===== config.mk =====
export PLATFORM = sky130hd
export DESIGN_NAME = ctrl_pipe
export DESIGN_NICKNAME = d
export VERILOG_FILES = /design/src/rtl/ctrl_pipe.sv
export SDC_FILE = /design/constraint.sdc
export NUM_CORES = 1
export LEC_CHECK = 0
export ABC_AREA = 1
export ABC_CLOCK_PERIOD_IN_PS = 3800
export BUFFER_PORTS_ARGS = -buffer_cell sky130_fd_sc_hd__clkbuf_2
export CELL_PAD_IN_SITES_DETAIL_PLACEMENT = 2
export CELL_PAD_IN_SITES_GLOBAL_PLACEMENT = 2
export CORE_MARGIN = 2
export CORE_UTILIZATION = 28
export CTS_CLUSTER_SIZE = 24
export DETAILED_ROUTE_END_ITERATION = 10
export GPL_TIMING_DRIVEN = 0
export HOLD_SLACK_MARGIN = 0.1
export PLACE_DENSITY = 0.86
export SETUP_SLACK_MARGIN = 0.5
export SLEW_MARGIN = 40
export SYNTH_ARGS = -nofsm -noshare
export SYNTH_HDL_FRONTEND = slang
export SYNTH_SLANG_ARGS = --single-unit

===== constraint.sdc =====
create_clock -name clk_i -period 3.8 [get_ports clk_i]
set_clock_uncertainty 0.1 [all_clocks]
set_input_delay 0.19 -clock clk_i [delete_from_list [all_inputs] [get_ports clk_i]]
set_output_delay 0.19 -clock clk_i [all_outputs]
set_load 0.02 [all_outputs]

===== src/rtl/ctrl_pipe.sv =====
// ctrl_pipe: carries decoded control from ID through the ID/EX, EX/MEM and
// MEM/WB pipeline registers and unpacks it into named per-stage signals.
// It also tracks the destination register per stage, detects load-use
// hazards, and raises the IF/ID flush for jumps and taken branches.
//
// Ports:
//   clk_i, rst_i (async, active-low)
//   WB_i {RegWrite, MemtoReg}, EX_i {ALUSrc, ALUOp[1:0], RegDst},
//   MEM_i {MemRead, MemWrite}, jumpCtrl_i, brenchCtrl_i, branchEq_i,
//   rs_i / rt_i / rd_i       register fields of the ID instruction
//   stall_o, flush_o         combinational hazard / flush requests
//   ex_*  / mem_* / wb_*     unpacked ID/EX, EX/MEM, MEM/WB control
module ctrl_pipe #(
  parameter int REG_W = 5
) (
  input  logic             clk_i,
  input  logic             rst_i,
  input  logic [1:0]       WB_i,
  input  logic [3:0]       EX_i,
  input  logic [1:0]       MEM_i,
  input  logic             jumpCtrl_i,
  input  logic             brenchCtrl_i,
  input  logic             branchEq_i,
  input  logic [REG_W-1:0] rs_i,
  input  logic [REG_W-1:0] rt_i,
  input  logic [REG_W-1:0] rd_i,
  output logic             stall_o,
  output logic             flush_o,
  output logic             ex_ALUSrc_o,
  output logic             ex_RegDst_o,
  output logic [1:0]       ex_ALUOp_o,
  output logic             ex_RegWrite_o,
  output logic             ex_MemRead_o,
  output logic [REG_W-1:0] ex_WriteReg_o,
  output logic             mem_MemRead_o,
  output logic             mem_MemWrite_o,
  output logic             mem_RegWrite_o,
  output logic [REG_W-1:0] mem_WriteReg_o,
  output logic             wb_RegWrite_o,
  output logic             wb_MemtoReg_o,
  output logic [REG_W-1:0] wb_WriteReg_o
);

  // ID stage: destination select, hazard detection, bubble mux
  logic             alu_src_p0, reg_dst_p0, reg_write_p0, mem_to_reg_p0;
  logic             mem_read_p0, mem_write_p0;
  logic [1:0]       alu_op_p0;
  logic [REG_W-1:0] wreg_p0;

  logic             mem_read_p1, mem_write_p1, reg_write_p1, mem_to_reg_p1;
  logic [REG_W-1:0] wreg_p1;

  logic             reg_write_p2, mem_to_reg_p2;
  logic [REG_W-1:0] wreg_p2;

  logic             stall;
  logic [REG_W-1:0] dst_id;
  logic             alu_src_d, reg_dst_d, reg_write_d, mem_to_reg_d;
  logic             mem_read_d, mem_write_d;
  logic [1:0]       alu_op_d;
  logic [REG_W-1:0] wreg_d;

  assign stall = mem_read_p0 && (wreg_p0 != '0) &&
                 ((wreg_p0 == rs_i) || (wreg_p0 == rt_i));

  always_comb begin
    // RegWrite gates the select first, so an X RegDst on beq/j/sw never
    // reaches the destination or the hazard compare.
    dst_id = '0;
    if (WB_i[1]) begin
      dst_id = EX_i[0] ? rt_i : rd_i;
    end

    alu_src_d    = EX_i[3];
    alu_op_d     = EX_i[2:1];
    reg_dst_d    = EX_i[0];
    reg_write_d  = WB_i[1];
    mem_to_reg_d = WB_i[0];
    mem_read_d   = MEM_i[1];
    mem_write_d  = MEM_i[0];
    wreg_d       = dst_id;
    if (stall) begin
      alu_src_d    = 1'b0;
      alu_op_d     = 2'b00;
      reg_dst_d    = 1'b0;
      reg_write_d  = 1'b0;
      mem_to_reg_d = 1'b0;
      mem_read_d   = 1'b0;
      mem_write_d  = 1'b0;
      wreg_d       = '0;
    end
  end

  // ID/EX register
  always_ff @(posedge clk_i or negedge rst_i) begin
    if (!rst_i) begin
      alu_src_p0    <= 1'b0;
      alu_op_p0     <= 2'b00;
      reg_dst_p0    <= 1'b0;
      reg_write_p0  <= 1'b0;
      mem_to_reg_p0 <= 1'b0;
      mem_read_p0   <= 1'b0;
      mem_write_p0  <= 1'b0;
      wreg_p0       <= '0;
    end else begin
      alu_src_p0    <= alu_src_d;
      alu_op_p0     <= alu_op_d;
      reg_dst_p0    <= reg_dst_d;
      reg_write_p0  <= reg_write_d;
      mem_to_reg_p0 <= mem_to_reg_d;
      mem_read_p0   <= mem_read_d;
      mem_write_p0  <= mem_write_d;
      wreg_p0       <= wreg_d;
    end
  end

  // EX/MEM register
  always_ff @(posedge clk_i or negedge rst_i) begin
    if (!rst_i) begin
      mem_read_p1   <= 1'b0;
      mem_write_p1  <= 1'b0;
      reg_write_p1  <= 1'b0;
      mem_to_reg_p1 <= 1'b0;
      wreg_p1       <= '0;
    end else begin
      mem_read_p1   <= mem_read_p0;
      mem_write_p1  <= mem_write_p0;
      reg_write_p1  <= reg_write_p0;
      mem_to_reg_p1 <= mem_to_reg_p0;
      wreg_p1       <= wreg_p0;
    end
  end

  // MEM/WB register
  always_ff @(posedge clk_i or negedge rst_i) begin
    if (!rst_i) begin
      reg_write_p2  <= 1'b0;
      mem_to_reg_p2 <= 1'b0;
      wreg_p2       <= '0;
    end else begin
      reg_write_p2  <= reg_write_p1;
      mem_to_reg_p2 <= mem_to_reg_p1;
      wreg_p2       <= wreg_p1;
    end
  end

  assign stall_o        = stall;
  assign flush_o        = (jumpCtrl_i || (brenchCtrl_i && branchEq_i)) && !stall;

  assign ex_ALUSrc_o    = alu_src_p0;
  assign ex_RegDst_o    = reg_dst_p0;
  assign ex_ALUOp_o     = alu_op_p0;
  assign ex_RegWrite_o  = reg_write_p0;
  assign ex_MemRead_o   = mem_read_p0;
  assign ex_WriteReg_o  = wreg_p0;

  assign mem_MemRead_o  = mem_read_p1;
  assign mem_MemWrite_o = mem_write_p1;
  assign mem_RegWrite_o = reg_write_p1;
  assign mem_WriteReg_o = wreg_p1;

  assign wb_RegWrite_o  = reg_write_p2;
  assign wb_MemtoReg_o  = mem_to_reg_p2;
  assign wb_WriteReg_o  = wreg_p2;

endmodule


==> metrics.cfg, run 1 <==
[setup_path]
worst-setup-path-type=reg -> out
critical_path_cell_count=7
worstSetupEndpoint=flush_o
reg2reg_slack_ns=2.27
worst_r2r_path_depth=7
cp_cell_sequence=inv_2, nand4_1, o21ai_1, inv_2, buf_6, a21oi_2, clkbuf_2
critical_path.most_common_cell=sky130_fd_sc_hd__inv_2
critPathMaxFanout=10
crit_buf_inv=4
r2r-start=ex_WriteReg_o[0]$_DFF_PN0_
worst_setup_path_start_kind=flop
critical_path.startpoint=ex_WriteReg_o[0]$_DFF_PN0_
cp_slowest_cell=sky130_fd_sc_hd__dfrtp_1
critical_path.max_stage_delay_ns=0.48
worst_ep_required_time_ns=3.51
cp.arrival_ns=1.75
crit_path_end_kind=output port
critical-path-top-delay-family=buffers and inverters
reg2reg_end=ex_WriteReg_o[4]$_DFF_PN0_

[drt]
wire_per_inst_um=17.4
initialDrtViolationCount=37
avgViaCountPerCell=4.56
drtAntennaViolNets=0
drt_first_pass_iters=4
drt_drc_violations_left=0
final_wirelength_mm=4.10
num_vias=1072

[global_routing]
grt_first_pass_wirelength_mm=6.70
grt.overflow.total=0
grt_util_all_layers_pct=19.0
antenna_violations_before_repair=0
first_global_vias=1236
grt_start_max_net_pins=30

[logic_synthesis]
post_synth_mux_area_share_pct=0
yosys_register_bits=29
async_reset_ff_share_pct=100
post-synth-top-area-fraction_pct=61.2
post_synth_main_area_contributors=sky130_fd_sc_hd__dfrtp_1 (61%), sky130_fd_sc_hd__nand2_1 (7.9%), sky130_fd_sc_hd__a21oi_2 (7.4%), sky130_fd_sc_hd__inv_1 (5.1%), sky130_fd_sc_hd__nor2_1 (2.9%)
yosys.cell_count.top_type=sky130_fd_sc_hd__dfrtp_1
netlist_instances=116
synth-seq-area-share_pct=61.2
yosys_warnings=0
synthAdderAreaFrac_pct=0
number_of_enable_flip_flop_cells_after_synthesis=0
synth.avg_cell_area_sq_um=10.2
netlist.top_cell.by_area=sky130_fd_sc_hd__dfrtp_1
netlist-cell-type-count=18
ys_dominant_reg_cell=sky130_fd_sc_hd__dfrtp_1
xor_xnor_share_of_the_synthesized_area_pct=1.48
synth.net_count=144
post_synth_most_frequent_cells=sky130_fd_sc_hd__dfrtp_1 (29), sky130_fd_sc_hd__nand2_1 (25), sky130_fd_sc_hd__inv_1 (16)
synthesized_area_fraction_occupied_by_ao_oa_aoi_and_oai_cells_pct=13.1
yosys.area_share.simple_pct=14.5
syn_area_sq_um=1180
synth_top_family_by_area=simple AND/OR/NAND/NOR gates

[floorplanning]
design.portCount=56
die_area_sq_um=4770
std_cell_rows=23
start_util_pct=29.4
height_of_the_die_um=69.1
fp.dieW_um=69.1
core_sq_um=4030

[clock_tree]
clkLatencyLatePin_ns=0.28
ctsLongestPathBuffers=2
clock_sink_count=29
root_buffer=sky130_fd_sc_hd__clkbuf_8
clk_pin_slew_worst_paths_ns=0.06
cts_inserted_buffers=5
ctsHtreeMaxLevel=2
cts_tree=built

[placement]
detailed_place_hpwl_mm=2.90
dpl-instance-area_sq_um=1520
portBuffers=54
number_of_placed_instances_with_taps_included=220
gp_congestion=0.723
detailedPlace.worstSlack_ns=2.07

[layout]
fillers=450
final_cell_count_no_fill=235
fin_nets=212
n_antenna_cell=0
multi_input_comb_area_sq_um=344
layout-drive-gt1-share_pct=45.4
register_area_sq_um=726
post-route-cell-area_sq_um=1690
areaGrowthSynthToFinish_pct=42.6

[sta]
final_hold_violation_count=0
layout_setup_ws_ns=1.76
setup_total_negative_slack_ns=0
finalWorstPathRequiredPeriod_ns=2.04
finalHoldWorstSlack_ns=0.114
worst_slew_margin_rel_pct=51.2
grt_setup_unrepaired=false
layout_worst_path_cycle_share_pct=53.6
achievable-frequency_mhz=491
worst_pin_slew_ns=0.731
finalSetupViolations=0
final_max_slew_viol_count=0

[power]
power_density_nw_per_um2=459
p_leak_uw=0.000927
worst_ir_drop_vdd_v=0.000126

[run]
cap_viol_max_count=0

[hold_path]
hold_class=in -> reg
timing.hold.worst.start=rd_i[1]

[run_status]
result_of_the_run=finished, final reports clean

layout make-up:
cell class                 instances  area share [%]
buffer                             3            2.15
clock buffer                       7            5.70
clock inverter                     1           0.296
inverter                          21            4.67
multi-input combinational         63            20.4
sequential                        29            43.0
tap                               50            3.70
timing repair buffer              61            20.1
repair_timing:
item | 4_1_cts | 5_1_grt
buffers inserted | 0 | 0
hold buffers | 7 | 0
hold endpoints to repair | 35 | 0
gates resized for setup | 0 | 0
logic make-up after synthesis:
group / count (synthesis)
and+or+nand+nor: 39
DFF: 29
buffers and inverters: 24
AOI/OAI and AO/OA: 22
xor gates and xnor gates: 2
tightest hold or removal path, stage by stage:
cell and delay, ns:
sky130_fd_sc_hd__clkbuf_2 0.08, sky130_fd_sc_hd__o211ai_1 0.08, sky130_fd_sc_hd__a21oi_2 0.10
through the flow:
stage,total power [uW],utilization [%]
after floorplan,426,-
after global placement,478,37.7
after detailed placement,489,37.7
after CTS,778,41.9
after global routing,813,41.9
final,776,41.9
layer usage:
layer  GRT usage, %  wire length [um]  vias up
li1               -                 -      489
met1           19.1              1500      538
met2           36.5              2360       41
met3           4.82               188        4
met4           7.63                54        0
met5              0                 0        -
flip-flops by register name, indices dropped and copies added, names as in the netlist, 2 cells and up:
signal and cells:
ex_ALUOp_o 2, ex_WriteReg_o 5, mem_WriteReg_o 5, wb_WriteReg_o 5
layout by cell type, fill, tap and decap left out:
cell	synthesis	layout
sky130_fd_sc_hd__a21oi_1	6	6
sky130_fd_sc_hd__a21oi_2	10	10
sky130_fd_sc_hd__buf_12	1	1
sky130_fd_sc_hd__buf_2	1	1
sky130_fd_sc_hd__buf_6	1	1
sky130_fd_sc_hd__clkbuf_2	0	54
sky130_fd_sc_hd__clkbuf_8	0	7
sky130_fd_sc_hd__clkinv_2	0	1
sky130_fd_sc_hd__dfrtp_1	29	29
sky130_fd_sc_hd__dlygate4sd3_1	0	7
sky130_fd_sc_hd__inv_1	16	16
sky130_fd_sc_hd__inv_2	5	5
sky130_fd_sc_hd__nand2_1	25	25
sky130_fd_sc_hd__nand2_4	1	1
sky130_fd_sc_hd__nand3_2	2	2
sky130_fd_sc_hd__nand4_1	1	1
sky130_fd_sc_hd__nor2_1	9	9
sky130_fd_sc_hd__nor2_2	1	1
sky130_fd_sc_hd__o211ai_1	3	3
sky130_fd_sc_hd__o21ai_0	2	2
sky130_fd_sc_hd__o21ai_1	1	1
sky130_fd_sc_hd__xnor2_1	2	2
worst min-delay path by stage:
stage	to	slack (ns)	cells past startpoint
2_1_floorplan	ex_ALUOp_o[0]$_DFF_PN0_	-0.21	0
3_3_place_gp	wb_WriteReg_o[1]$_DFF_PN0_	0.15	1
3_5_place_dp	wb_WriteReg_o[2]$_DFF_PN0_	0.17	1
4_1_cts	ex_WriteReg_o[1]$_DFF_PN0_	0.11	3
5_1_grt	ex_WriteReg_o[1]$_DFF_PN0_	0.13	3
6_report	ex_WriteReg_o[1]$_DFF_PN0_	0.11	3
power breakdown:
part	switching [uW]	internal, uW	leakage [uW]	total (uW)
Sequential	16.9	331	0.000356	348
Combinational	91.0	51.2	0.000517	142
Clock	123	164	0.0000542	286
Total	231	546	0.000927	776
No activity file was read; power rests on OpenSTA's default activity.
==> run 2: changes to the inputs <==
--- a/config.mk
+++ b/config.mk
@@ -6,17 +6,17 @@
 export NUM_CORES = 1
 export LEC_CHECK = 0
 export ABC_AREA = 1
-export ABC_CLOCK_PERIOD_IN_PS = 3800
+export ABC_CLOCK_PERIOD_IN_PS = 2040
 export BUFFER_PORTS_ARGS = -buffer_cell sky130_fd_sc_hd__clkbuf_2
 export CELL_PAD_IN_SITES_DETAIL_PLACEMENT = 2
 export CELL_PAD_IN_SITES_GLOBAL_PLACEMENT = 2
 export CORE_MARGIN = 2
-export CORE_UTILIZATION = 28
+export CORE_UTILIZATION = 26
 export CTS_CLUSTER_SIZE = 24
 export DETAILED_ROUTE_END_ITERATION = 10
 export GPL_TIMING_DRIVEN = 0
 export HOLD_SLACK_MARGIN = 0.1
-export PLACE_DENSITY = 0.86
+export PLACE_DENSITY = 0.81
 export SETUP_SLACK_MARGIN = 0.5
 export SLEW_MARGIN = 40
 export SYNTH_ARGS = -nofsm -noshare
==> constraint.sdc (replaced) <==
create_clock -name clk_i -period 2.04 [get_ports clk_i]
set_clock_uncertainty 0.1 [all_clocks]
set_input_delay 0.102 -clock clk_i [delete_from_list [all_inputs] [get_ports clk_i]]
set_output_delay 0.102 -clock clk_i [all_outputs]
set_load 0.02 [all_outputs]
==> metrics.cfg, run 2 (same netlist as run 1, synthesis figures left out) <==
[clock_tree]
root_buffer=sky130_fd_sc_hd__clkbuf_8
clock_sink_count=29
clk_pin_slew_worst_paths_ns=0.06
ctsHtreeMaxLevel=2
ctsLongestPathBuffers=2
cts_tree=built
clkLatencyLatePin_ns=0.28
cts_inserted_buffers=5

[hold_path]
timing.hold.worst.start=rd_i[0]
hold-path-cell-count=5
hold_class=in -> reg

[floorplanning]
start_util_pct=27.0
std_cell_rows=24
die_area_sq_um=5110
core_sq_um=4380
fp.dieW_um=71.5
height_of_the_die_um=71.5
design.portCount=56

[global_routing]
grt_start_max_net_pins=30
grt_first_pass_wirelength_mm=6.51
grt_util_all_layers_pct=17.2
grt.overflow.total=0
antenna_violations_before_repair=0
first_global_vias=1390

[power]
worst_ir_drop_vdd_v=0.000336
switchingPower_uw=431
p_leak_uw=0.00100
p_comb_share_pct=22.1
power_switching_share_pct=28.9
p_int_uw=1060
clock_power_share_pct=34.7
pwr-share-seq_pct=43.2
power_density_nw_per_um2=787

[layout]
final_core_utilization_pct=43.1
multi_input_comb_area_sq_um=397
final_common_cell=sky130_fd_sc_hd__clkbuf_2
layout-drive-gt1-share_pct=54.3
mostFrequentLayoutCells=sky130_fd_sc_hd__clkbuf_2 (52), sky130_fd_sc_hd__dfrtp_1 (26), sky130_fd_sc_hd__nand2_1 (24), sky130_fd_sc_hd__inv_1 (15), sky130_fd_sc_hd__a21oi_2 (14)
fin_nets=226
fillers=483
n_antenna_cell=0
register_area_sq_um=729
areaGrowthSynthToFinish_pct=59.6
post-route-cell-area_sq_um=1890

[drt]
drt_first_pass_iters=3
num_vias=1137
final_wirelength_mm=3.96
drtAntennaViolNets=0
initialDrtViolationCount=23
wire_per_inst_um=15.8
drt_drc_violations_left=0
avgViaCountPerCell=4.53

[setup_path]
r2r-start=ex_WriteReg_o[0]$_DFF_PN0_
worst_r2r_path_depth=8
worst-setup-path-type=reg -> out
cp.arrival_ns=1.59
critPathMaxFanout=6
crit_path_end_kind=output port
critical_path.startpoint=ex_WriteReg_o[0]$_DFF_PN0_
worst_setup_path_start_kind=flop
worst_ep_required_time_ns=1.84

[run]
cap_viol_max_count=0

[sta]
setup_total_negative_slack_ns=0
finalWorstPathRequiredPeriod_ns=1.79
grt_setup_unrepaired=true
final_max_slew_viol_count=0
achievable-frequency_mhz=558
final_hold_violation_count=0
worst_slew_margin_rel_pct=51.1
worst_pin_slew_ns=0.734
layout_worst_path_cycle_share_pct=87.9
finalSetupViolations=0
finalHoldWorstSlack_ns=0.113

[placement]
detailed_place_hpwl_mm=2.73
dpl-instance-area_sq_um=1520
portBuffers=54
gp_congestion=0.714

[run_status]
result_of_the_run=finished, final reports clean

run 2: metrics by stage:
step | instances | total power (uW) | setup WS [ns]
5_1_grt | 251 | 1570 | 0.154
3_5_place_dp | 222 | 908 | 0.421
6_report | 251 | 1490 | 0.247
3_3_place_gp | 222 | 891 | 0.479
4_1_cts | 251 | 1480 | 0.209
2_1_floorplan | 116 | 794 | 0.534
run 2: final timing paths:
kind                            slack [ns]                          to
worst max-delay path                  0.25                     flush_o
worst min-delay path                  0.11  ex_WriteReg_o[0]$_DFF_PN0_
worst max register to register        0.41  ex_WriteReg_o[1]$_DFF_PN0_
worst min register to register        0.25    mem_MemWrite_o$_DFF_PN0_
max in group asynchronous             1.00  ex_WriteReg_o[1]$_DFF_PN0_
min in group asynchronous             0.33  ex_WriteReg_o[3]$_DFF_PN0_
run 2: power by group through the flow:
stage	Clock, uW	Sequential, uW	Combinational (uW)
6_report	517	643	328
3_5_place_dp	0	654	254
3_3_place_gp	0	650	241
5_1_grt	561	650	356
4_1_cts	528	644	312
2_1_floorplan	0	696	98.6
run 2: cell type report:
cell class                 instances  share of cell area (%)
clock buffer                       7                    5.10
buffer                             3                    2.38
sequential                        29                    38.6
clock inverter                     1                   0.265
inverter                          21                    4.17
tap                               52                    3.44
timing repair buffer              75                    25.1
multi-input combinational         63                    21.0
run 2: metal layers:
metal | vias to the layer above | share of wire (%) | GRT usage, %
li1 | 519 | - | -
met1 | 565 | 35 | 16.5
met2 | 44 | 56 | 32.7
met3 | 9 | 6.5 | 6.33
met4 | 0 | 2.5 | 6.71
met5 | - | 0 | 0
run 2: worst max-delay path, stage by stage (launching register included):
cell and delay [ns]:
sky130_fd_sc_hd__dfrtp_2 0.48, sky130_fd_sc_hd__nand2_1 0.12, sky130_fd_sc_hd__nand2_1 0.08, sky130_fd_sc_hd__nor2_2 0.12, sky130_fd_sc_hd__nand3_2 0.11, sky130_fd_sc_hd__nand2_4 0.11, sky130_fd_sc_hd__buf_12 0.10, sky130_fd_sc_hd__a21oi_4 0.05
sky130_fd_sc_hd__buf_8 0.13
run 2: repair_timing:
action,CTS,global route
endpoints found under the hold margin,40,0
endpoints found under the setup margin,6,15
cloned,0,0
resized for setup,12,13
hold buffers,12,0
setup buffers,9,0
pin swaps,5,9
